===== config.mk =====
export PLATFORM = sky130hd
export DESIGN_NAME = instr_encoder_flat
export DESIGN_NICKNAME = d
export VERILOG_FILES = /design/src/rtl/instr_encoder_if.sv /design/src/rtl/instr_encoder.sv /design/src/flat_wrapper.sv
export SDC_FILE = /design/constraint.sdc
export NUM_CORES = 1
export LEC_CHECK = 0
export ABC_CLOCK_PERIOD_IN_PS = 6270
export CAP_MARGIN = 20
export CORE_MARGIN = 2
export CORE_UTILIZATION = 55
export DETAILED_ROUTE_END_ITERATION = 10
export GPL_TIMING_DRIVEN = 0
export PLACE_DENSITY = 0.91
export SLEW_MARGIN = 30
export SYNTH_ARGS = -nofsm -noshare
export SYNTH_HDL_FRONTEND = slang
export SYNTH_SLANG_ARGS = --single-unit
export TNS_END_PERCENT = 100

===== constraint.sdc =====
create_clock -name clk -period 6.27 [get_ports clk]
set_input_delay 1.254 -clock clk [delete_from_list [all_inputs] [get_ports clk]]
set_output_delay 1.254 -clock clk [all_outputs]
set_load 0.02 [all_outputs]

===== src/rtl/instr_encoder_if.sv =====
`default_nettype none
// +----------------------------------------------------------------------+
// | Module   : instr_encoder_if                                          |
// | Purpose  : Field-bundle input, encoded-word output stream and error  |
// |            status for the RV32I instruction encoder.                 |
// | Revision : 1.0 - initial release                                     |
// +----------------------------------------------------------------------+
interface instr_encoder_if #(
    parameter int ADDR_W = 12
);
    // Decoded-field input bundle
    logic              in_valid;
    logic              in_ready;
    logic [2:0]        fmt;
    logic [4:0]        rd;
    logic [4:0]        rs1;
    logic [4:0]        rs2;
    logic [2:0]        funct3;
    logic [31:0]       imm;

    // Address counter control
    logic              load_addr;
    logic [ADDR_W-1:0] base_addr;

    // Encoded-word output stream
    logic              out_valid;
    logic              out_ready;
    logic [31:0]       out_instr;
    logic [ADDR_W-1:0] out_addr;

    // Error reporting
    logic              err_sticky;
    logic [7:0]        err_count;
    logic              clear_err;

    // Producer / consumer side (test or boot sequencer)
    modport master (
        output in_valid, fmt, rd, rs1, rs2, funct3, imm,
        output load_addr, base_addr, out_ready, clear_err,
        input  in_ready, out_valid, out_instr, out_addr, err_sticky, err_count
    );

    // Encoder side
    modport slave (
        input  in_valid, fmt, rd, rs1, rs2, funct3, imm,
        input  load_addr, base_addr, out_ready, clear_err,
        output in_ready, out_valid, out_instr, out_addr, err_sticky, err_count
    );
endinterface
`default_nettype wire


===== src/rtl/instr_encoder.sv =====
`default_nettype none
// +----------------------------------------------------------------------+
// | Module   : instr_encoder                                             |
// | Purpose  : Range-checks a signed immediate and scatters it with the  |
// |            register/funct3 fields into an RV32I word; legal words    |
// |            are queued with an auto-incrementing byte address.        |
// | Revision : 1.0 - initial release                                     |
// +----------------------------------------------------------------------+
module instr_encoder #(
    parameter int ADDR_W = 12,
    parameter int DEPTH  = 2
) (
    input  wire logic      clk,
    input  wire logic      rst,
    instr_encoder_if.slave bus
);
    localparam int PTR_W = $clog2(DEPTH);

    localparam logic [PTR_W:0]    c_FULL    = (PTR_W+1)'(DEPTH);
    localparam logic [PTR_W:0]    c_CNT_ONE = (PTR_W+1)'(1);
    localparam logic [PTR_W-1:0]  c_PTR_ONE = PTR_W'(1);
    localparam logic [ADDR_W-1:0] c_STEP    = ADDR_W'(4);

    localparam logic [2:0] c_FMT_I    = 3'd0;
    localparam logic [2:0] c_FMT_S    = 3'd1;
    localparam logic [2:0] c_FMT_SB   = 3'd2;
    localparam logic [2:0] c_FMT_UJ   = 3'd3;
    localparam logic [2:0] c_FMT_JALR = 3'd4;
    localparam logic [2:0] c_FMT_U    = 3'd5;

    localparam logic [6:0] c_OP_I    = 7'b0010011;
    localparam logic [6:0] c_OP_S    = 7'b0100011;
    localparam logic [6:0] c_OP_SB   = 7'b1100011;
    localparam logic [6:0] c_OP_UJ   = 7'b1101111;
    localparam logic [6:0] c_OP_JALR = 7'b1100111;
    localparam logic [6:0] c_OP_U    = 7'b0110111;

    logic [31:0]       r_mem_instr [DEPTH];
    logic [ADDR_W-1:0] r_mem_addr  [DEPTH];
    logic [PTR_W-1:0]  r_wptr;
    logic [PTR_W-1:0]  r_rptr;
    logic [PTR_W:0]    r_count;
    logic [ADDR_W-1:0] r_addr;
    logic              r_err_sticky;
    logic [7:0]        r_err_count;

    logic signed [31:0] w_imm;
    logic               w_fits12;
    logic               w_fits13;
    logic               w_fits21;
    logic               w_even;
    logic [31:0]        w_word;
    logic               w_legal;
    logic               w_full;
    logic               w_accept;
    logic               w_push;
    logic               w_pop;

    assign w_imm    = bus.imm;
    assign w_fits12 = (w_imm >= -32'sd2048)    && (w_imm <= 32'sd2047);
    assign w_fits13 = (w_imm >= -32'sd4096)    && (w_imm <= 32'sd4094);
    assign w_fits21 = (w_imm >= -32'sd1048576) && (w_imm <= 32'sd1048574);
    assign w_even   = ~bus.imm[0];

    // Scatter the immediate into the format's bit positions and decide legality
    always_comb begin
        w_word  = 32'd0;
        w_legal = 1'b0;
        case (bus.fmt)
            c_FMT_I: begin
                w_word  = {bus.imm[11:0], bus.rs1, bus.funct3, bus.rd, c_OP_I};
                w_legal = w_fits12;
            end
            c_FMT_JALR: begin
                // JALR has only one defined funct3 encoding
                w_word  = {bus.imm[11:0], bus.rs1, 3'b000, bus.rd, c_OP_JALR};
                w_legal = w_fits12;
            end
            c_FMT_S: begin
                w_word  = {bus.imm[11:5], bus.rs2, bus.rs1, bus.funct3,
                           bus.imm[4:0], c_OP_S};
                w_legal = w_fits12;
            end
            c_FMT_SB: begin
                w_word  = {bus.imm[12], bus.imm[10:5], bus.rs2, bus.rs1, bus.funct3,
                           bus.imm[4:1], bus.imm[11], c_OP_SB};
                w_legal = w_fits13 && w_even;
            end
            c_FMT_UJ: begin
                w_word  = {bus.imm[20], bus.imm[10:1], bus.imm[11], bus.imm[19:12],
                           bus.rd, c_OP_UJ};
                w_legal = w_fits21 && w_even;
            end
            c_FMT_U: begin
                w_word  = {bus.imm[31:12], bus.rd, c_OP_U};
                w_legal = (bus.imm[11:0] == 12'd0);
            end
            default: begin
                w_word  = 32'd0;
                w_legal = 1'b0;
            end
        endcase
    end

    assign w_full       = (r_count == c_FULL);
    assign bus.in_ready = !w_full && !bus.load_addr && !rst;
    assign w_accept     = bus.in_valid && bus.in_ready;
    assign w_push       = w_accept && w_legal;
    assign w_pop        = bus.out_valid && bus.out_ready;

    assign bus.out_valid  = (r_count != '0);
    assign bus.out_instr  = r_mem_instr[r_rptr];
    assign bus.out_addr   = r_mem_addr[r_rptr];
    assign bus.err_sticky = r_err_sticky;
    assign bus.err_count  = r_err_count;

    // Output FIFO: storage, pointers and occupancy; entries are cleared on reset
    // so the head reads zero until the first push
    always_ff @(posedge clk) begin
        if (rst) begin
            for (int i = 0; i < DEPTH; i++) begin
                r_mem_instr[i] <= 32'd0;
                r_mem_addr[i]  <= '0;
            end
            r_wptr  <= '0;
            r_rptr  <= '0;
            r_count <= '0;
        end else begin
            if (w_push) begin
                r_mem_instr[r_wptr] <= w_word;
                r_mem_addr[r_wptr]  <= r_addr;
                r_wptr              <= r_wptr + c_PTR_ONE;
            end
            if (w_pop) begin
                r_rptr <= r_rptr + c_PTR_ONE;
            end
            case ({w_push, w_pop})
                2'b10:   r_count <= r_count + c_CNT_ONE;
                2'b01:   r_count <= r_count - c_CNT_ONE;
                default: r_count <= r_count;
            endcase
        end
    end

    // Byte address counter: load wins, otherwise advance one word per push
    always_ff @(posedge clk) begin
        if (rst) begin
            r_addr <= '0;
        end else if (bus.load_addr) begin
            r_addr <= bus.base_addr;
        end else if (w_push) begin
            r_addr <= r_addr + c_STEP;
        end
    end

    // Error flag and saturating reject counter; a clear in the same cycle wins
    always_ff @(posedge clk) begin
        if (rst) begin
            r_err_sticky <= 1'b0;
            r_err_count  <= 8'd0;
        end else if (bus.clear_err) begin
            r_err_sticky <= 1'b0;
            r_err_count  <= 8'd0;
        end else if (w_accept && !w_legal) begin
            r_err_sticky <= 1'b1;
            if (r_err_count != 8'hFF) begin
                r_err_count <= r_err_count + 8'd1;
            end
        end
    end
endmodule
`default_nettype wire

===== src/flat_wrapper.sv =====
// flat-port wrapper written by rule: the top's interface ports become plain ports
module instr_encoder_flat 
#(
    parameter int ADDR_W = 12,
    parameter int DEPTH  = 2
)
  (clk, rst, bus_in_valid, bus_fmt, bus_rd, bus_rs1, bus_rs2, bus_funct3, bus_imm, bus_load_addr, bus_base_addr, bus_out_ready, bus_clear_err, bus_in_ready, bus_out_valid, bus_out_instr, bus_out_addr, bus_err_sticky, bus_err_count);
  instr_encoder_if #(.ADDR_W(ADDR_W)) bus_i ();
  input  wire logic clk;
  input  wire logic rst;
  input wire logic [$bits(bus_i.in_valid)-1:0] bus_in_valid;
  input wire logic [$bits(bus_i.fmt)-1:0] bus_fmt;
  input wire logic [$bits(bus_i.rd)-1:0] bus_rd;
  input wire logic [$bits(bus_i.rs1)-1:0] bus_rs1;
  input wire logic [$bits(bus_i.rs2)-1:0] bus_rs2;
  input wire logic [$bits(bus_i.funct3)-1:0] bus_funct3;
  input wire logic [$bits(bus_i.imm)-1:0] bus_imm;
  input wire logic [$bits(bus_i.load_addr)-1:0] bus_load_addr;
  input wire logic [$bits(bus_i.base_addr)-1:0] bus_base_addr;
  input wire logic [$bits(bus_i.out_ready)-1:0] bus_out_ready;
  input wire logic [$bits(bus_i.clear_err)-1:0] bus_clear_err;
  output wire logic [$bits(bus_i.in_ready)-1:0] bus_in_ready;
  output wire logic [$bits(bus_i.out_valid)-1:0] bus_out_valid;
  output wire logic [$bits(bus_i.out_instr)-1:0] bus_out_instr;
  output wire logic [$bits(bus_i.out_addr)-1:0] bus_out_addr;
  output wire logic [$bits(bus_i.err_sticky)-1:0] bus_err_sticky;
  output wire logic [$bits(bus_i.err_count)-1:0] bus_err_count;
  assign bus_i.in_valid = bus_in_valid;
  assign bus_i.fmt = bus_fmt;
  assign bus_i.rd = bus_rd;
  assign bus_i.rs1 = bus_rs1;
  assign bus_i.rs2 = bus_rs2;
  assign bus_i.funct3 = bus_funct3;
  assign bus_i.imm = bus_imm;
  assign bus_i.load_addr = bus_load_addr;
  assign bus_i.base_addr = bus_base_addr;
  assign bus_i.out_ready = bus_out_ready;
  assign bus_i.clear_err = bus_clear_err;
  assign bus_in_ready = bus_i.in_ready;
  assign bus_out_valid = bus_i.out_valid;
  assign bus_out_instr = bus_i.out_instr;
  assign bus_out_addr = bus_i.out_addr;
  assign bus_err_sticky = bus_i.err_sticky;
  assign bus_err_count = bus_i.err_count;
  instr_encoder #(.ADDR_W(ADDR_W), .DEPTH(DEPTH)) u_core (.clk(clk), .rst(rst), .bus(bus_i));
endmodule

==> results of run 1 <==
## power breakdown
group          leakage, nW  internal, W  switching [W]
clock                0.104     0.000162       0.000292
combinational         1.52    0.0000980       0.000123
sequential            1.11     0.000819      0.0000128
total                 2.74      0.00108       0.000428
## worst register-to-register path, delay by kind of cell, from the launching register on
family,cells,cell delay (ns)
compound gates,1,0.26
buf+inv,1,0.50
simple gates,3,0.94
flops,1,0.42
## per-layer routing
metal / vias to the layer above / wire length [um] / share of wire [%]
li1: 2456 / - / -
met1: 2635 / 7460 / 41
met2: 301 / 8710 / 48
met3: 42 / 1420 / 7.9
met4: 0 / 427 / 2.4
met5: - / 0 / 0
## logic make-up after synthesis
family | count (synthesis) | synth area share (%)
simple gates | 260 | 23.0
compound gates | 111 | 12.2
buf+inv | 45 | 3.50
xor+xnor | 4 | 0.570
fa+ha+maj | 3 | 0.611
flops | 112 | 50.5
mux | 54 | 9.67
## registers in the layout (all words and copies together) (netlist names), named ones only
name	cells
u_core.bus.err_count	8
u_core.bus.err_sticky	1
u_core.r_wptr	1
u_core.r_count	2
u_core.r_addr	12
u_core.r_rptr	1
u_core.r_mem_addr	24
u_core.r_mem_instr	62
## synth_stat cells, types with 4 or more instances
cell | instances | area [um2]
a211oi_1 | 6 | 45.0
a21oi_1 | 43 | 215
a22oi_1 | 7 | 52.6
and2_1 | 22 | 138
buf_2 | 7 | 35.0
buf_4 | 6 | 45.0
clkbuf_1 | 18 | 67.6
dfxtp_1 | 26 | 521
edfxtp_1 | 86 | 2580
inv_1 | 8 | 30.0
mux2_2 | 43 | 484
mux2i_1 | 11 | 110
nand2_1 | 17 | 63.8
nand2b_1 | 7 | 43.8
nand3_1 | 21 | 105
nand4_1 | 13 | 81.3
nor2_1 | 93 | 349
nor2b_1 | 20 | 125
nor3_1 | 17 | 85.1
nor3b_1 | 4 | 30.0
nor4_1 | 11 | 68.8
o211ai_1 | 5 | 37.5
o21ai_0 | 19 | 95.1
o221ai_1 | 5 | 43.8
o31ai_1 | 4 | 30.0
or3_1 | 8 | 50.1
## through the flow
| step | instances | setup WS, ns | total power, W | util (%) |
|---|---|---|---|---|
| after floorplan | 589 | 2.23 | 0.000954 | - |
| after global placement | 850 | 0.831 | 0.00106 | 69.2 |
| after detailed placement | 850 | 1.79 | 0.00107 | 69.3 |
| after CTS | 866 | 2.21 | 0.00150 | 71.2 |
| after global routing | 866 | 1.98 | 0.00155 | 71.2 |
| final | 866 | 2.19 | 0.00151 | 71.2 |
## how the worst max path moves through the flow
stage / from / to / cells after the start
5_1_grt: bus_fmt[1] / u_core.r_count[1] / 10
2_1_floorplan: bus_fmt[2] / u_core.r_mem_addr[0][0] / 8
6_report: bus_imm[23] / u_core.r_count[1] / 10
3_3_place_gp: bus_fmt[1] / u_core.r_mem_instr[0][14] / 7
3_5_place_dp: bus_imm[23] / u_core.r_count[1] / 10
4_1_cts: bus_imm[23] / u_core.r_count[1] / 10
## placed cells by master, fill, tap and decap left out, types with 4 or more instances in the layout
master / instances
clkdlybuf4s50_1: 121
nor2_1: 93
edfxtp_1: 86
mux2_2: 43
a21oi_1: 43
dfxtp_1: 26
and2_1: 22
nand3_1: 21
nor2b_1: 20
o21ai_0: 19
clkbuf_1: 18
nor3_1: 17
nand2_1: 17
nand4_1: 13
nor4_1: 11
mux2i_1: 11
clkbuf_8: 9
or3_1: 8
inv_1: 8
buf_2: 7
a22oi_1: 7
buf_4: 6
a211oi_1: 6
nand2b_1: 5
o211ai_1: 5
o221ai_1: 5
o31ai_1: 4
nor3b_1: 4
## area by class of cell
cell class,count,share of cell area [%]
repair buffers,121,15.6
flip-flops and latches,112,40.0
inverters,11,0.533
well taps,140,2.26
multi-input cells,432,36.7
plain buffers,34,2.24
clock inverters,7,1.05
clock buffers,9,1.60
==> key figures, run 1 <==
Logic synthesis
  – Number of synthesized flops with an enable pin: 86
  – Synth Area per Inst: between 10 and 15 um2
  – Cell Area, Synth: 6150 um2
  – Fraction of registers with async set/reset: 0%
  – Most used flip-flop cell after synthesis: edfxtp_1
  – Register area share after synthesis: 50.5%
  – Cells after synthesis: about 590
  – Syn. warnings: 0
  – Net count after synthesis: 663
  – Seq cells post-synth: 112
  – Netlist cell types: between 60 and 70

Route
  – Drt first pass iters: 6
  – DR vias/cell: 6.27
  – # DRC: 0
  – Via Count: 5,434
  – Post-DRT Antenna Nets: 0
  – Initial drt markers: approximately 440
  – Final WL: 18,000 um
  – Avg WL per Cell: roughly 21 um

Timing
  – Peak Freq: about 250 MHz
  – # setup viols final: 0
  – Min Tclk post-route: 4.08 ns
  – Relative slew margins: 53.5%
  – Skew final: around 0.015 ns
  – Final hold vios: 0
  – Final setup TNS: 0 ns
  – Fin Hold WS: 0.513 ns
  – Worst Max-Slew Pin Slew: just under 0.7 ns
  – Final Max Slew Viols: 0
  – Fin crit share: 65.1%
  – RSZ-0062 raised after global routing: no

Place
  – Post-place instance area: 7550 um2
  – Detailed-placement wirelength estimate: 13,500 um
  – GPL Wtd Cong: 0.970
  – I/O Buffers: 121

Worst setup path
  – Crit-path max FO: 10
  – Worst Setup Path Type: in2reg
  – Worst path top cell family by delay: simple AND/OR/NAND/NOR gates
  – CP endpoint kind: flip-flop
  – Slowest cell on the critical path: clkdlybuf4s50_1
  – CP peak stage delay: ~0.52 ns
  – R2R setup slack: 3.77 ns
  – End of the worst register-to-register path: u_core.r_mem_instr[0][21]
  – Worst path bufs/invs: 2
  – Worst r2r src: u_core.r_count[0]
  – Worst EP arrival: 4.41 ns
  – Startpoint Class: input port
  – Req. time, crit path: 6.60 ns
  – CP cell instances: clkdlybuf4s50_1 -> nor4_2 -> nand3_2 -> nor4_4 -> o21a_2 -> buf_4 -> o21ai_0 -> ha_1 -> or3_1 -> a21oi_1
  – Worst reg2reg path depth: 5

Global route
  – Initial antenna violation count: 0
  – Met3 track demand over resource: about 4.4%
  – Met2 GRT Util: about half
  – Global-route wire length before repair: between 20,000 and 30,000 um
  – GRT Max-Usage Layer: met2
  – Grt total ovfl: 0
  – Vias in the first global route: 5,256
  – Total track usage: a little under a third
  – Largest net degree at the start of global routing: 44
  – Met1 Resource Use GR: 43.2%

Min path
  – Worst Hold Endpoint: u_core.bus.err_count[6]
  – HP Start: u_core.bus.err_count[6]
  – Hold Crit Depth: 2
  – Hold Crit Class: reg2reg

Pwr
  – Pwr Density: 194 nW/um2
  – Leakage power: 2.74 nW
  – Worst VDD drop: between 0.1 and 0.15 mV

Layout
  – Share of post-route cells with drive strength above 1: 13.5%
  – Multi-input gate area: 2840 um2
  – Net count, final: slightly below 800
  – # diodes: 0
  – Fin area: 7750 um2
  – Register area: slightly above 3000 um2
  – Area grow syn2layout: 26.1%
  – Filler cells: 827

Floorplanning
  – Placeable Area: around 11,000 um2
  – I/O pins: 126
  – Initial Utilization: 56.4%
  – Die X: between 100 and 150 um
  – Die area: ~12,000 um2
  – Core Rows: 38
  – Die H: 110 um

CTS
  – Hold buffers post-CTS: 0
  – CTS Buf Count: 9
  – Max H-tree Level: 3
  – Post-CTS setup buffer count: 0
  – Max clock buf depth: 2
  – Clk slew on worst S/H paths: 0.13 ns
  – CTS tree: built
  – CTS Sinks: roughly 110
  – Clock Latency Late Sink: around 0.39 ns
  – CTS Root Cell: clkbuf_8
  – CTS-repair resized insts: 0

Run status
  – Status: completed

Flow run
  – Max Cap Viol: 0
(Power assumes the default switching activity.)
==> run 2, diff against run 1 <==
Settings changed: ABC_CLOCK_PERIOD_IN_PS 6270 to 3700, CORE_UTILIZATION 55 to 47, PLACE_DENSITY 0.91 to 0.83.
Clock period 6.27 ns to 3.7 ns, I/O delays scaled along.
==> key figures, run 2 (synthesis results as in run 1) <==
Route
  – # DRC: 0 (unchanged)
  – Post-DRT Antenna Nets: 0 (unchanged)
  – Final WL: 17,400 um (-3.4%)
  – Via Count: 5,175 (-4.8%)
  – Avg WL per Cell: 19.4 um (-6.8%)
  – DR vias/cell: 5.76 (-8.2%)
  – Drt first pass iters: 5 (-1)
  – Initial drt markers: 531 (+21%)

Layout
  – Multi-input gate area: 2850 um2 (about the same)
  – Share of post-route cells with drive strength above 1: 13.5% (unchanged)
  – Biggest register: u_core.r_mem_instr
  – Area grow syn2layout: 28.5%
  – Net count, final: 795 (unchanged)
  – Register area: 3100 um2 (unchanged)
  – Fin area: 7900 um2 (+1.9%)
  – Filler cells: 1,066 (+29%)
  – Biggest regs: u_core.r_mem_instr: 62 flops, u_core.r_mem_addr: 24 flops, u_core.r_addr: 12 flops
  – Commonest non-fill, non-tap cell in the layout: clkdlybuf4s50_1
  – Max FFs per register: 62 (unchanged)
  – Most frequent cells in the layout: clkdlybuf4s50_1, nor2_1, edfxtp_1, mux2_2, a21oi_1
  – # diodes: 0 (unchanged)

Pwr
  – Clock share of power: 36.5% (+6.4 points)
  – Cell internal pwr: 0.00209 W (+94%)
  – Pwr Density: 355 nW/um2 (+83%)
  – Worst VDD drop: 0.188 mV (+70%)
  – Sw Pwr: 0.000711 W (+66%)
  – Switching share of power: 25.4% (-3.0 points)
  – Pwr Total: 0.00280 W (+86%)
  – Combinational power share: 13.3% (-1.4 points)
  – Seq pwr share: 50.3% (-4.9 points)
  – Leakage power: 2.78 nW (+1.6%)

Flow run
  – Max Cap Viol: 0 (unchanged)

Global route
  – Initial antenna violation count: 0 (unchanged)
  – Vias in the first global route: 5,056 (-3.8%)
  – Largest net degree at the start of global routing: 44 (unchanged)
  – Global-route wire length before repair: 27,200 um (-1.6%)
  – Grt total ovfl: 0 (unchanged)
  – Total track usage: 24.8% (-6.0 points)

Timing
  – RSZ-0062 raised after global routing: no
  – Relative slew margins: 52.1% (-1.4 points)
  – Min Tclk post-route: 3.52 ns
  – Fin crit share: 95.0%
  – Skew final: 0.00597 ns (-0.00898 ns)
  – Worst Max-Slew Pin Slew: 0.719 ns (+0.0263 ns)
  – Final hold vios: 0 (unchanged)
  – # setup viols final: 0 (unchanged)
  – Final Max Slew Viols: 0 (unchanged)
  – Peak Freq: 284 MHz

CTS
  – Clk slew on worst S/H paths: 0.08 ns (-0.05 ns)
  – CTS tree: built
  – CTS Sinks: 112 (unchanged)
  – Clock Latency Late Sink: 0.36 ns (-0.03 ns)
  – CTS Root Cell: clkbuf_16
  – CTS Buf Count: 9 (unchanged)
  – Max H-tree Level: 3 (unchanged)
  – Max clock buf depth: 2 (unchanged)

Floorplanning
  – Core Rows: 41 (+7.9%)
  – Die area: 14,000 um2 (+16%)
  – Die H: 118 um (+7.9%)
  – I/O pins: 126 (unchanged)
  – Initial Utilization: 48.5% (-7.9 points)
  – Placeable Area: 12,700 um2 (+16%)
  – Die X: 118 um (+7.9%)

Place
  – Detailed-placement wirelength estimate: 12,900 um (-4.7%)
  – I/O Buffers: 121 (unchanged)
  – Post-place instance area: 7590 um2 (+0.53%)
  – GPL Wtd Cong: 0.945 (-2.6%)

Worst setup path
  – CP endpoint kind: flip-flop
  – Worst Setup Path Type: in2reg
  – Crit-path max FO: 10 (unchanged)
  – Worst reg2reg path depth: 7 (+2)
  – Req. time, crit path: 3.99 ns (-2.61 ns)
  – Startpoint Class: input port
  – Worst EP arrival: 3.81 ns (-0.60 ns)

Min path
  – Hold Crit Depth: 2 (unchanged)
  – Hold Crit Class: reg2reg

Run status
  – Status: completed
## run 2: changes by cell type in the layout (fill, tap and decap cells not counted), sizes merged
cell,delta
bufinv,+1
clkbuf,+1
clkinv,-1
inv,-2
clkinvlp,+1
## run 2: layout make-up
| type | count | share of cell area [%] |
|---|---|---|
| plain buffers | 34 | 2.20 |
| clock buffers | 10 | 2.90 |
| clock inverters | 6 | 0.998 |
| inverters | 11 | 0.523 |
| multi-input cells | 432 | 36.0 |
| flip-flops and latches | 112 | 39.3 |
| well taps | 172 | 2.72 |
| repair buffers | 121 | 15.3 |
## run 2: final timing paths
path / to / slack (ns) / startpoint
min reg2reg: u_core.bus.err_count[6] / 0.50 / u_core.bus.err_count[6]
min: u_core.bus.err_count[6] / 0.50 / u_core.bus.err_count[6]
max reg2reg: u_core.r_count[1] / 1.25 / u_core.r_count[0]
max: u_core.r_count[1] / 0.18 / bus_fmt[1]
## run 2: power groups by stage
stage	logic, W	clock network (W)	registers [W]
3_3_place_gp	0.000361	0	0.00144
3_5_place_dp	0.000366	0	0.00144
2_1_floorplan	0.000185	0	0.00143
4_1_cts	0.000368	0.00102	0.00141
6_report	0.000372	0.00102	0.00141
5_1_grt	0.000396	0.00108	0.00141
## run 2: metal layers
layer	share of wire, %	wire length [um]	vias up	track usage, %
met1	45	7760	2463	34.3
met2	47	8200	221	39.6
li1	-	-	2453	-
met4	2.5	434	0	8.89
met5	0	0	-	0
met3	5.7	997	38	4.05
## run 2: per-stage QoR
stage	hold slack [ns]	setup WS [ns]	utilization (%)	setup TNS, ns	instances
2_1_floorplan	0.462	0.177	-	0	589
3_3_place_gp	0.473	-1.17	59.8	-100.04	882
3_5_place_dp	0.481	-0.311	59.9	-12.04	882
4_1_cts	0.496	0.0580	62.3	0	898
5_1_grt	0.510	0.0145	62.3	0	898
6_report	0.495	0.184	62.3	0	898
## run 2: critical path: stages
cell             delay [ns]
clkdlybuf4s50_1        0.63
nor2b_2                0.44
nand2b_1               0.11
a31oi_2                0.34
o21a_2                 0.31
buf_4                  0.21
o21ai_0                0.13
ha_1                   0.37
or3_1                  0.37
a21oi_1                0.13
## run 2: what timing repair did
action	CTS	global route
hold buffers	0	0
buffers inserted	0	0
resized for setup	0	1
endpoints found under the setup margin	0	1
